### config.mk
export PLATFORM = sky130hd
export DESIGN_NAME = jtdd_mcu_ctrl_flat
export DESIGN_NICKNAME = d
export VERILOG_FILES = /design/src/rtl/jtdd_mcu_ctrl_if.sv /design/src/rtl/jtdd_mcu_ctrl.sv /design/src/flat_wrapper.sv
export SDC_FILE = /design/constraint.sdc
export NUM_CORES = 1
export LEC_CHECK = 0
export BUFFER_PORTS_ARGS = -buffer_cell sky130_fd_sc_hd__buf_2
export CORE_MARGIN = 1.5
export CORE_UTILIZATION = 60
export CTS_BUF_LIST = sky130_fd_sc_hd__clkbuf_8
export DETAILED_ROUTE_END_ITERATION = 10
export HOLD_SLACK_MARGIN = 0.1
export PLACE_DENSITY_LB_ADDON = 0.15
export RECOVER_POWER = 25
export SETUP_SLACK_MARGIN = 0.4
export SLEW_MARGIN = 30
export SYNTH_ARGS = -nofsm -noshare
export SYNTH_HDL_FRONTEND = slang
export SYNTH_SLANG_ARGS = --single-unit
### constraint.sdc
create_clock -name clk -period 3.3 [get_ports clk]
set_input_delay 0.495 -clock clk [delete_from_list [all_inputs] [get_ports clk]]
set_output_delay 0.495 -clock clk [all_outputs]
set_load 0.01 [all_outputs]
### src/rtl/jtdd_mcu_ctrl_if.sv
// Main CPU / MCU signal bundle for the Double Dragon MCU control stage.
// master = CPU and MCU side (testbench), slave = jtdd_mcu_ctrl.
interface jtdd_mcu_ctrl_if;
    logic       cpu_cen;
    logic       io_cs;
    logic [1:0] cpu_addr;
    logic       cpu_wrn;
    logic [7:0] cpu_dout;
    logic [7:0] status_dout;
    logic       com_cs;
    logic       cpu_wait;
    logic       mcu_rstb;
    logic       mcu_halt;
    logic       mcu_halted;
    logic       mcu_nmi_set;
    logic       mcu_irqmain;
    logic       main_firq;

    modport master (
        output cpu_cen, io_cs, cpu_addr, cpu_wrn, cpu_dout, com_cs, mcu_halted, mcu_irqmain,
        input  status_dout, cpu_wait, mcu_rstb, mcu_halt, mcu_nmi_set, main_firq
    );

    modport slave (
        input  cpu_cen, io_cs, cpu_addr, cpu_wrn, cpu_dout, com_cs, mcu_halted, mcu_irqmain,
        output status_dout, cpu_wait, mcu_rstb, mcu_halt, mcu_nmi_set, main_firq
    );
endinterface

### src/rtl/jtdd_mcu_ctrl.sv
// Main-CPU-side MCU control: control/status registers, shared RAM halt arbitration
// and latched FIRQ from the MCU.
module jtdd_mcu_ctrl #(
    parameter int unsigned NMI_W    = 4,
    parameter int unsigned REL_HOLD = 8,
    parameter int unsigned TOUT     = 1023
) (
    input logic            clk,
    input logic            rst_n,
    jtdd_mcu_ctrl_if.slave bus
);
    localparam int unsigned NmiCw  = $clog2(NMI_W + 1);
    localparam int unsigned HoldCw = $clog2(REL_HOLD + 1);
    localparam logic [NmiCw-1:0]  NmiLoad  = NmiCw'(NMI_W);
    localparam logic [HoldCw-1:0] HoldLoad = HoldCw'(REL_HOLD);
    localparam logic [9:0]        ToutLast = 10'(TOUT - 1);

    typedef enum logic [1:0] {StRun, StReq, StGrant, StRel} state_e;

    state_e            state_q, state_d;
    // Only halt_req and mcu_reset have any observable effect, so only they are kept.
    logic [1:0]        ctrl_q, ctrl_d;
    logic [9:0]        tout_cnt_q, tout_cnt_d;
    logic [HoldCw-1:0] hold_q, hold_d;
    logic [NmiCw-1:0]  nmi_cnt_q, nmi_cnt_d;
    logic              timeout_q, timeout_d;
    logic              firq_q, firq_d;
    logic              irq_q;
    logic              halt_q;
    logic              nmi_q;
    logic              wr, wr_ctrl, wr_nmi, wr_ack;
    logic              req, tout_hit;

    assign wr      = bus.io_cs & ~bus.cpu_wrn & bus.cpu_cen;
    assign wr_ctrl = wr & (bus.cpu_addr == 2'd0);
    assign wr_nmi  = wr & (bus.cpu_addr == 2'd1);
    assign wr_ack  = wr & (bus.cpu_addr == 2'd2);
    assign ctrl_d  = wr_ctrl ? bus.cpu_dout[1:0] : ctrl_q;
    assign req     = ctrl_q[0] | bus.com_cs;

    always_comb begin
        state_d    = state_q;
        tout_cnt_d = tout_cnt_q;
        hold_d     = hold_q;
        tout_hit   = 1'b0;
        unique case (state_q)
            StRun: begin
                if (req) begin
                    state_d    = StReq;
                    tout_cnt_d = '0;
                end
            end
            StReq: begin
                tout_cnt_d = tout_cnt_q + 10'd1;
                tout_hit   = (tout_cnt_q == ToutLast);
                if (bus.mcu_halted) state_d = StGrant;
                else if (tout_hit)  state_d = req ? StGrant : StRun;
            end
            StGrant: begin
                if (!req) begin
                    state_d = StRel;
                    hold_d  = HoldLoad;
                end
            end
            StRel: begin
                if (req) begin
                    state_d = StGrant;
                end else begin
                    hold_d = hold_q - HoldCw'(1);
                    if (hold_q == HoldCw'(1)) state_d = StRun;
                end
            end
            default: state_d = StRun;
        endcase
        // Asserting mcu_reset aborts any halt on the very edge it is written.
        if (ctrl_d[1]) state_d = StRun;
    end

    assign timeout_d = (timeout_q & ~wr_ack) | tout_hit;
    assign firq_d    = (firq_q & ~wr_ack) | (bus.mcu_irqmain & ~irq_q);
    assign nmi_cnt_d = wr_nmi ? NmiLoad :
                       (nmi_cnt_q != '0) ? nmi_cnt_q - NmiCw'(1) : nmi_cnt_q;

    always_ff @(posedge clk or negedge rst_n) begin
        if (!rst_n) begin
            state_q    <= StRun;
            ctrl_q     <= 2'b10;
            tout_cnt_q <= '0;
            hold_q     <= '0;
            nmi_cnt_q  <= '0;
            timeout_q  <= 1'b0;
            firq_q     <= 1'b0;
            irq_q      <= 1'b0;
            halt_q     <= 1'b0;
            nmi_q      <= 1'b0;
        end else begin
            state_q    <= state_d;
            ctrl_q     <= ctrl_d;
            tout_cnt_q <= tout_cnt_d;
            hold_q     <= hold_d;
            nmi_cnt_q  <= nmi_cnt_d;
            timeout_q  <= timeout_d;
            firq_q     <= firq_d;
            irq_q      <= bus.mcu_irqmain;
            halt_q     <= (state_d != StRun);
            nmi_q      <= (nmi_cnt_d != '0);
        end
    end

    assign bus.mcu_rstb    = ~ctrl_q[1];
    assign bus.mcu_halt    = halt_q;
    assign bus.mcu_nmi_set = nmi_q;
    assign bus.main_firq   = firq_q;
    assign bus.status_dout = {5'b0, timeout_q, firq_q, bus.mcu_halted};
    assign bus.cpu_wait    = bus.com_cs & ~((state_q == StGrant) | (state_q == StRel)) & ~ctrl_q[1];
endmodule

### src/flat_wrapper.sv
// flat-port wrapper written by rule: the top's interface ports become plain ports
module jtdd_mcu_ctrl_flat 
#(
    parameter int unsigned NMI_W    = 4,
    parameter int unsigned REL_HOLD = 8,
    parameter int unsigned TOUT     = 1023
)
  (clk, rst_n, bus_cpu_cen, bus_io_cs, bus_cpu_addr, bus_cpu_wrn, bus_cpu_dout, bus_com_cs, bus_mcu_halted, bus_mcu_irqmain, bus_status_dout, bus_cpu_wait, bus_mcu_rstb, bus_mcu_halt, bus_mcu_nmi_set, bus_main_firq);
  jtdd_mcu_ctrl_if bus_i ();
  input logic clk;
  input logic rst_n;
  input wire logic [$bits(bus_i.cpu_cen)-1:0] bus_cpu_cen;
  input wire logic [$bits(bus_i.io_cs)-1:0] bus_io_cs;
  input wire logic [$bits(bus_i.cpu_addr)-1:0] bus_cpu_addr;
  input wire logic [$bits(bus_i.cpu_wrn)-1:0] bus_cpu_wrn;
  input wire logic [$bits(bus_i.cpu_dout)-1:0] bus_cpu_dout;
  input wire logic [$bits(bus_i.com_cs)-1:0] bus_com_cs;
  input wire logic [$bits(bus_i.mcu_halted)-1:0] bus_mcu_halted;
  input wire logic [$bits(bus_i.mcu_irqmain)-1:0] bus_mcu_irqmain;
  output wire logic [$bits(bus_i.status_dout)-1:0] bus_status_dout;
  output wire logic [$bits(bus_i.cpu_wait)-1:0] bus_cpu_wait;
  output wire logic [$bits(bus_i.mcu_rstb)-1:0] bus_mcu_rstb;
  output wire logic [$bits(bus_i.mcu_halt)-1:0] bus_mcu_halt;
  output wire logic [$bits(bus_i.mcu_nmi_set)-1:0] bus_mcu_nmi_set;
  output wire logic [$bits(bus_i.main_firq)-1:0] bus_main_firq;
  assign bus_i.cpu_cen = bus_cpu_cen;
  assign bus_i.io_cs = bus_io_cs;
  assign bus_i.cpu_addr = bus_cpu_addr;
  assign bus_i.cpu_wrn = bus_cpu_wrn;
  assign bus_i.cpu_dout = bus_cpu_dout;
  assign bus_i.com_cs = bus_com_cs;
  assign bus_i.mcu_halted = bus_mcu_halted;
  assign bus_i.mcu_irqmain = bus_mcu_irqmain;
  assign bus_status_dout = bus_i.status_dout;
  assign bus_cpu_wait = bus_i.cpu_wait;
  assign bus_mcu_rstb = bus_i.mcu_rstb;
  assign bus_mcu_halt = bus_i.mcu_halt;
  assign bus_mcu_nmi_set = bus_i.mcu_nmi_set;
  assign bus_main_firq = bus_i.main_firq;
  jtdd_mcu_ctrl #(.NMI_W(NMI_W), .REL_HOLD(REL_HOLD), .TOUT(TOUT)) u_core (.clk(clk), .rst_n(rst_n), .bus(bus_i));
endmodule
; After elaboration in Yosys (flattened, before gate mapping)
; Index checks and enable logic that the tools add are counted.
[word_totals]
reg_bits = 26
in_bits = 18
output_inout_bits = 13
word_cells = 70
[op_classes]
n_addsub = 3
n_eq_ne = 10
muxes = 18
bitwise = 19
reduce_logical = 9
[op_table]
columns = operator, count
row1 = one-hot mux 10 bit (2 select lines), 1
row2 = two-way mux 2 bit, 9
row3 = adder 10 x 1 -> 10 bit (second input constant), 1
row4 = bitwise AND 1 bit, 10
row5 = equality test 10 bit (second input constant), 1
row6 = two-way mux 10 bit, 1
row7 = two-way mux 4 bit, 2
row8 = one-hot mux 2 bit (4 select lines), 1
row9 = one-hot mux 4 bit (2 select lines), 1
row10 = equality test 2 bit (second input constant), 3
row11 = two-way mux 3 bit, 2
row12 = nonzero test 2 bit, 3
row13 = nonzero test 3 bit, 2
row14 = NOT 1 bit, 5
row15 = equality test 2 x 1 -> 1 bit (second input constant), 2
row16 = equality test 4 x 1 -> 1 bit (second input constant), 1
row17 = zero test 2 bit, 2
row18 = != test 2 bit (second input constant), 2
row19 = bitwise OR 1 bit, 4
row20 = subtractor 4 x 1 -> 4 bit (second input constant), 1
row21 = AND reduction 3 bit, 1
row22 = subtractor 3 x 1 -> 3 bit (second input constant), 1
row23 = != test 2 x 1 -> 1 bit (second input constant), 1
row24 = AND reduction 2 bit, 1
row25 = two-way mux 1 bit, 1

; Longest topological paths before layout
; Gate-level depths: netlist of the first run.
[depth]
depth_word = 7
mapped_depth = 7
depth_no_buf = 6

; Least setup slack after synthesis of the first run
; Ideal clock, no wire load.
[synth_timing]
path_kind = reg-to-reg
start = register u_core.state_q[1]
end = register u_core.tout_cnt_q[9]
setup_ns = 0.127
arrival_ns = 1.441
t_required_ns = 3.173
slack_ns = 1.732
path_stages_with_launch = 8
n_path_buf = 3
synth_period_minus_slack_ns = 1.568
path_cell_list = dfrtp_1 > buf_6 > nand2b_4 > buf_6 > or3_4 > buf_6 > o211ai_2 > o31ai_2
[synth_between]
elab_chain_len = 3
word_cells_on_any_way = 6
cone_classes = 2 x eq/ne / 1 x mux / 3 x reduce/logical
[synth_lines]
columns = item, line_no
row1 = from (decl), jtdd_mcu_ctrl.sv:20  ; state_e state_q, state_d;
row2 = from (signal assigned), jtdd_mcu_ctrl.sv:86  ; state_q <= StRun;
row3 = from (signal assigned), jtdd_mcu_ctrl.sv:97  ; state_q <= state_d;
row4 = zero test 2 bit or equality test 2 x 1 -> 1 bit (tied branches), jtdd_mcu_ctrl.sv:46  ; unique case (state_q)
row5 = != test 2 x 1 -> 1 bit (no line) or nonzero test 2 bit (tied branches), n/a
row6 = AND reduction 2 bit (no line), n/a
row7 = to (signal assigned), jtdd_mcu_ctrl.sv:99  ; tout_cnt_q <= tout_cnt_d;
row8 = to (decl), jtdd_mcu_ctrl.sv:23  ; logic [9:0] tout_cnt_q, tout_cnt_d;
; Parallel ways exist; a longest one is shown, timed or not.
; A chain may end at the register's enable or synchronous reset.

; Worst setup path after layout of the first run
[layout_timing]
start = register u_core.hold_q[1]
end = register u_core.halt_q, in the netlist u_core.bus.mcu_halt
[layout_between]
elab_chain_len = 6
[layout_lines]
columns = item, line_no
row1 = from (decl), jtdd_mcu_ctrl.sv:24  ; logic [HoldCw-1:0] hold_q, hold_d;
row2 = from (signal assigned), jtdd_mcu_ctrl.sv:100  ; hold_q <= hold_d;
row3 = equality test 4 x 1 -> 1 bit, jtdd_mcu_ctrl.sv:70  ; if (hold_q == HoldCw'(1)) state_d = StRun;
row4 = two-way mux 2 bit, jtdd_mcu_ctrl.sv:70
row5 = two-way mux 2 bit, jtdd_mcu_ctrl.sv:66  ; if (req) begin
row6 = one-hot mux 2 bit (4 select lines), jtdd_mcu_ctrl.sv:46
row7 = two-way mux 2 bit, jtdd_mcu_ctrl.sv:76  ; if (ctrl_d[1]) state_d = StRun;
row8 = nonzero test 2 bit, jtdd_mcu_ctrl.sv:105  ; halt_q <= (state_d != StRun);
row9 = to (signal assigned), jtdd_mcu_ctrl.sv:105
row10 = to (decl), jtdd_mcu_ctrl.sv:29  ; logic halt_q;
; No other way between the ends.

==> flow_metrics.py, run 1 <==
metrics = {
    "status": {
        "status": "completed",
    },
    "clocking": {
        "root_buffer": "clkbuf_8",
        "clkLatencyLatePin_ns": 0.27,
        "hold_buffers": 0,
        "cts.sinks": 26,
        "cts-resized-gates": 0,
        "clk_path_buf_depth": 2,
        "clk_pin_slew_ns": 0.09,
        "cts_setup_buffers": 0,
        "cts_htree_levels": 1,
        "cts_tree": "yes",
        "numCtsBuffers": 3,
    },
    "drt": {
        "vias": 1042,
        "wl_per_cell_um": 13.70,
        "postRouteAntennaNets": 0,
        "routed_via_density": 5.543,
        "drc": 0,
        "first_iter_violations": 14,
        "drt_wl_total_mm": 2.576,
        "dr.pass1.iters": 4,
    },
    "synth": {
        "ys_types": 45,
        "synth-warning-count": 0,
        "synth_edf_count": 0,
        "avgSynthCellArea_sq_um": 9.804,
        "ys_ff_latch": 26,
        "netlist_area_sq_um": 1431,
        "ys_seq_area_frac": 0.4554,
        "synth_cells": 146,
        "ys.flop_type": "dfrtp_1",
        "ys_async_sr_fraction": 1.000,
    },
    "worst_setup_path": {
        "cp_data_required_time_ns": 3.46,
        "endpoint_kind": "flop",
        "path_class": "reg2reg",
        "worstPathArrival_ns": 1.89,
        "start_kind": "flop",
        "path_max_fanout": 3,
    },
    "finish": {
        "final_util": 0.6840,
        "n_antenna_cell": 0,
        "n_fill_cell": 172,
        "nets": 186,
        "area_delta_synth_final_pct": 6.731,
        "final_layout_size_suffix_gt1_frac": 0.1875,
    },
    "global_routing": {
        "antenna_found_initial": 0,
        "grt_pass1_wl_mm": 4.464,
        "grt-ovfl-total": 0,
        "grt_pass1_vias": 992,
        "grt_max_degree": 27,
        "grt_usage": 0.2284,
    },
    "floorplanning": {
        "pin_count": 31,
        "initial_utilization": 0.6409,
        "die-height_um": 51.84,
        "coreArea_sq_um": 2233,
        "fp.dieW_um": 51.84,
        "num_rows": 17,
        "die_area_sq_um": 2687,
    },
    "sta": {
        "period_share": 0.5235,
        "final-setup-viol-count": 0,
        "fmax_mhz": 578.9,
        "rsz0062_at_grt": "no",
        "worst_pin_slew_ns": 1.344,
        "clock_skew_ns": 0.003215,
        "fin_crit_ns": 1.727,
        "fin_tns_setup_ns": 0,
        "slew_viol_final": 0,
        "finalHoldViolations": 0,
        "max_slew_margin": 0.1040,
    },
    "run": {
        "maxCapViolCount": 0,
    },
    "place": {
        "hpwl_mm": 2.034,
        "portBuffers": 19,
        "gp_congestion": 0.8010,
    },
    "power_and_ir_drop": {
        "power_mw": 1.104,
        "leakagePower_nw": 0.7317,
        "powerDensity_nw_per_um2": 722.9,
        "worst_ir_drop_vdd_uv": 509.0,
    },
    "worst_hold_path": {
        "hold_class": "in2reg",
    },
}
==> metal layers <==
| layer | up-vias | routed length, um | global-route usage |
|---|---|---|---|
| met1 | 493 | 1110 | 0.2782 |
| li1 | 519 | - | - |
| met2 | 23 | 1324 | 0.3903 |
| met4 | 0 | 57 | 0.1053 |
| met5 | - | 0 | 0 |
| met3 | 7 | 84 | 0.04023 |
==> final timing paths <==
| kind | end | startpoint | cells past startpoint | slack [ns] |
|---|---|---|---|---|
| worst max-delay path | u_core.bus.mcu_halt | u_core.hold_q[1] | 6 | 1.57 |
| worst max register to register | u_core.bus.mcu_halt | u_core.hold_q[1] | 6 | 1.57 |
| worst min-delay path | u_core.irq_q | bus_mcu_irqmain | 1 | 0.34 |
| worst min register to register | u_core.bus.main_firq | u_core.irq_q | 1 | 0.42 |
| max in group asynchronous | u_core.hold_q[2] | rst_n | 1 | 2.00 |
| min in group asynchronous | u_core.tout_cnt_q[2] | rst_n | 1 | 0.51 |
==> worst max-delay path, stage by stage, from the launching register on <==
cell	delay (ns)
dfrtp_1	0.40
inv_1	0.10
ha_1	0.14
nor4bb_1	0.38
a21boi_1	0.12
a221o_1	0.30
o21a_1	0.18
==> where the power goes <==
| part | internal, mW | total, mW | leakage [nW] | switching (mW) |
|---|---|---|---|---|
| Sequential | 0.401 | 0.482 | 0.332 | 0.0807 |
| Combinational | 0.182 | 0.418 | 0.371 | 0.237 |
| Clock | 0.107 | 0.204 | 0.0288 | 0.0978 |
| Total | 0.689 | 1.10 | 0.732 | 0.415 |
==> layout by cell type, fill, tap and decap left out, types with 3 or more instances in the layout <==
cell type   n
ha_1        7
o21ai_0     8
conb_1      5
o21ai_1     6
a21oi_1     4
nand4_1     4
buf_2      17
clkbuf_8    4
nor2_1      7
inv_1      11
dfrtp_1    25
nand2_1    16
nor3_1      3
mux2i_1     3
==> synth_stat cells, types with 2 or more instances <==
master	instances	area, sq um
nand2b_1	2	12.51
or3_1	2	12.51
o31ai_2	2	25.02
dfrtp_1	25	625.6
nor3_1	3	15.01
a31oi_1	2	12.51
mux2i_1	3	30.03
inv_1	11	41.29
nor2_1	7	26.28
ha_1	7	87.58
and3_1	2	12.51
and2_1	2	12.51
clkbuf_1	2	7.510
o21ai_0	8	40.04
o21ai_1	6	30.03
a21oi_1	4	20.02
o211ai_2	2	25.02
buf_6	3	33.78
nand4_1	4	25.02
nand2_1	16	60.06
buf_4	8	60.06
nand3_1	2	10.01
==> stage by stage <==
step / hold slack [ns] / cell area, sq um / instances / setup slack [ns]
6_report: 0.3423 / 1528 / 188 / 1.573
5_1_grt: 0.3460 / 1528 / 188 / 1.488
4_1_cts: 0.2282 / 1530 / 188 / 1.589
3_5_place_dp: 0.4065 / 1475 / 184 / 1.600
3_3_place_gp: 0.3949 / 1475 / 184 / 1.627
2_1_floorplan: 0.1994 / 1446 / 150 / 1.732
==> final cells by class <==
type                            count  area, sq um  area share
Clock buffer                        4        55.05     0.03604
Multi-Input combinational cell     99        648.1      0.4242
Tap cell                           28        35.03     0.02293
Timing Repair Buffer               19        92.59     0.06061
Inverter                           12        45.04     0.02948
Sequential cell                    26        651.9      0.4267
==> registers in the layout, indices dropped and copies added (netlist names) <==
register,cells
u_core.irq_q,1
u_core.tout_cnt_q,10
u_core.timeout_q,1
u_core.bus.mcu_nmi_set,1
u_core.hold_q,4
u_core.ctrl_q,2
u_core.state_q,2
u_core.bus.mcu_halt,1
u_core.bus.main_firq,1
u_core.nmi_cnt_q,3
==> logic make-up after synthesis <==
kind of cell / Yosys count / synth area share
fa+ha+maj: 7 / 0.06119
mux: 4 / 0.02885
flops: 26 / 0.4554
simple gates: 50 / 0.1923
other cells: 1 / 0.002620
compound gates: 33 / 0.1574
buf+inv: 25 / 0.1023
No activity file was read; power rests on OpenSTA's default activity.
==> inputs of run 2 (changes only) <==
--- a/config.mk
+++ b/config.mk
@@ -7,7 +7,7 @@
 export LEC_CHECK = 0
 export BUFFER_PORTS_ARGS = -buffer_cell sky130_fd_sc_hd__buf_2
 export CORE_MARGIN = 1.5
-export CORE_UTILIZATION = 60
+export CORE_UTILIZATION = 56
 export CTS_BUF_LIST = sky130_fd_sc_hd__clkbuf_8
 export DETAILED_ROUTE_END_ITERATION = 10
 export HOLD_SLACK_MARGIN = 0.1
==> constraint.sdc (replaced) <==
create_clock -name clk -period 1.6 [get_ports clk]
set_input_delay 0.24 -clock clk [delete_from_list [all_inputs] [get_ports clk]]
set_output_delay 0.24 -clock clk [all_outputs]
set_load 0.01 [all_outputs]
==> flow_metrics.py, run 2 (synthesis gave the netlist of run 1 again) <==
metrics = {
    "worst_setup_path": {
        "path_max_fanout": 2,
        "crit_cells": 6,
        "path_class": "reg2reg",
        "critPathMaxStageDelay_ns": 0.41,
        "rr_worst_depth": 6,
        "worstPathCellList": "inv_2 > ha_4 > nor4bb_4 > a21boi_1 > a221o_1 > o21a_1",
        "cp_data_required_time_ns": 1.77,
        "start_kind": "flop",
        "critical_path.top_delay_family": "compound AO/OA/AOI/OAI gates",
        "endpoint_kind": "flop",
        "cp_slowest_cell": "dfrtp_1",
        "worstPathArrival_ns": 1.71,
        "critPathBufInv": 1,
    },
    "finish": {
        "top_regs": "u_core.tout_cnt_q x10, u_core.hold_q x4, u_core.nmi_cnt_q x3",
        "final_layout_size_suffix_gt1_frac": 0.5026,
        "largest_reg_flops": 10,
        "top_register": "u_core.tout_cnt_q",
        "area_delta_synth_final_pct": 40.03,
        "final_common_cell": "buf_4",
        "nets": 221,
        "n_antenna_cell": 0,
        "final_cell_count_no_fill": 225,
        "layout_common_cells": "buf_4 (26), dfrtp_1 (19), buf_2 (16)",
        "final_util": 0.8165,
    },
    "floorplanning": {
        "coreArea_sq_um": 2455,
        "pin_count": 31,
        "die-height_um": 53.56,
        "initial_utilization": 0.5831,
        "die_area_sq_um": 2868,
        "num_rows": 18,
        "fp.dieW_um": 53.56,
    },
    "drt": {
        "met3WireLength_um": 119,
        "vias": 1251,
        "routed_via_density": 5.560,
        "wirelength_met1_mm": 1.490,
        "drt_wl_total_mm": 3.675,
        "drc": 0,
        "postRouteAntennaNets": 0,
        "dr.pass1.iters": 4,
        "first_iter_violations": 28,
        "top_layer": "met4",
        "met2WireLength_mm": 2.014,
        "wl_per_cell_um": 16.33,
    },
    "power_and_ir_drop": {
        "clkPwrFrac": 0.132,
        "leakagePower_nw": 0.9273,
        "p_comb_frac": 0.549,
        "powerDensity_nw_per_um2": 1618,
        "p_sw_frac": 0.3788,
        "worst_ir_drop_vdd_uv": 1183,
        "p_int_mw": 2.015,
        "p_sw_mw": 1.229,
        "sequentialPowerShare": 0.319,
        "power_mw": 3.244,
    },
    "place": {
        "hpwl_mm": 1.971,
        "portBuffers": 19,
        "dp.cells": 194,
        "gp_congestion": 0.7979,
    },
    "clocking": {
        "cts_tree": "yes",
        "clk_pin_slew_ns": 0.09,
        "root_buffer": "clkbuf_8",
        "clk_path_buf_depth": 2,
        "clkLatencyLatePin_ns": 0.27,
        "cts.sinks": 26,
        "cts_htree_levels": 1,
        "numCtsBuffers": 3,
    },
    "sta": {
        "fmax_mhz": 648.0,
        "worst_pin_slew_ns": 0.6549,
        "rsz0062_at_grt": "yes",
        "finalHoldViolations": 0,
        "fin_tns_setup_ns": 0,
        "max_slew_margin": 0.5634,
        "final-setup-viol-count": 0,
        "period_share": 0.9644,
        "fin_crit_ns": 1.543,
        "slew_viol_final": 0,
        "clock_skew_ns": 0.001550,
    },
    "global_routing": {
        "grt-ovfl-total": 0,
        "grt_pass1_vias": 1113,
        "antenna_found_initial": 0,
        "grt_max_degree": 27,
        "grt_usage": 0.2380,
        "grt_pass1_wl_mm": 4.871,
    },
    "worst_hold_path": {
        "min_path_cells": 2,
        "hold_class": "in2reg",
    },
    "status": {
        "status": "completed",
    },
    "run": {
        "maxCapViolCount": 0,
    },
}
==> run 2: cell count changes in the layout (fill, tap and decap cells not counted), sizes merged <==
| cell | previous run | this run |
|---|---|---|
| dlygate4sd3 | 0 | 2 |
| buf | 17 | 50 |
==> run 2: final timing paths <==
check	startpoint	endpoint	slack, ns
max	u_core.hold_q[1]	u_core.bus.mcu_halt	0.06
min	bus_cpu_addr[0]	u_core.nmi_cnt_q[1]	0.18
max reg2reg	u_core.hold_q[1]	u_core.bus.mcu_halt	0.06
min reg2reg	u_core.irq_q	u_core.bus.main_firq	0.43
max in group asynchronous	rst_n	u_core.state_q[1]	0.61
min in group asynchronous	rst_n	u_core.tout_cnt_q[6]	0.53
==> run 2: layer usage <==
| layer | track usage | vias to the layer above |
|---|---|---|
| li1 | - | 590 |
| met5 | 0 | - |
| met2 | 0.4444 | 32 |
| met3 | 0.03056 | 8 |
| met4 | 0.09402 | 0 |
| met1 | 0.2729 | 621 |
==> run 2: cell type report <==
| cell class | count | area [sq um] |
|---|---|---|
| clock buffers | 4 | 55.05 |
| flip-flops and latches | 26 | 659.4 |
| well taps | 30 | 37.54 |
| inverters | 12 | 45.04 |
| multi-input cells | 99 | 813.3 |
| repair buffers | 54 | 394.1 |
| fillers | 153 | 450.4 |
==> run 2: through the flow <==
step / area, sq um / hold slack, ns / worst slack [ns]
floorplan: 1488 / -0.05559 / 0.06809
global placement: 1568 / 0.2656 / 0.1197
detailed placement: 1568 / 0.2703 / 0.06446
CTS: 1848 / 0.1740 / 0.1363
global route: 2004 / 0.1911 / 0.02485
finish: 2004 / 0.1771 / 0.05690
==> run 2: what timing repair did <==
item                                    in CTS  in global routing
hold endpoints to repair                    26                  0
cloned                                       0                  0
endpoints found under the setup margin      20                 23
gates resized for setup                     25                 23
hold buffers                                 2                  0
buffers inserted                            14                 11
pin swaps                                   11                 10
==> run 2: power groups by stage <==
stage                     sequential, mW  clock, mW  combinational (mW)
after global placement             0.993          0               0.892
after global routing                1.05      0.460                1.91
after CTS                          0.993      0.433                1.38
after floorplan                    0.975          0               0.772
after detailed placement            1.00          0               0.932
final                               1.03      0.429                1.78
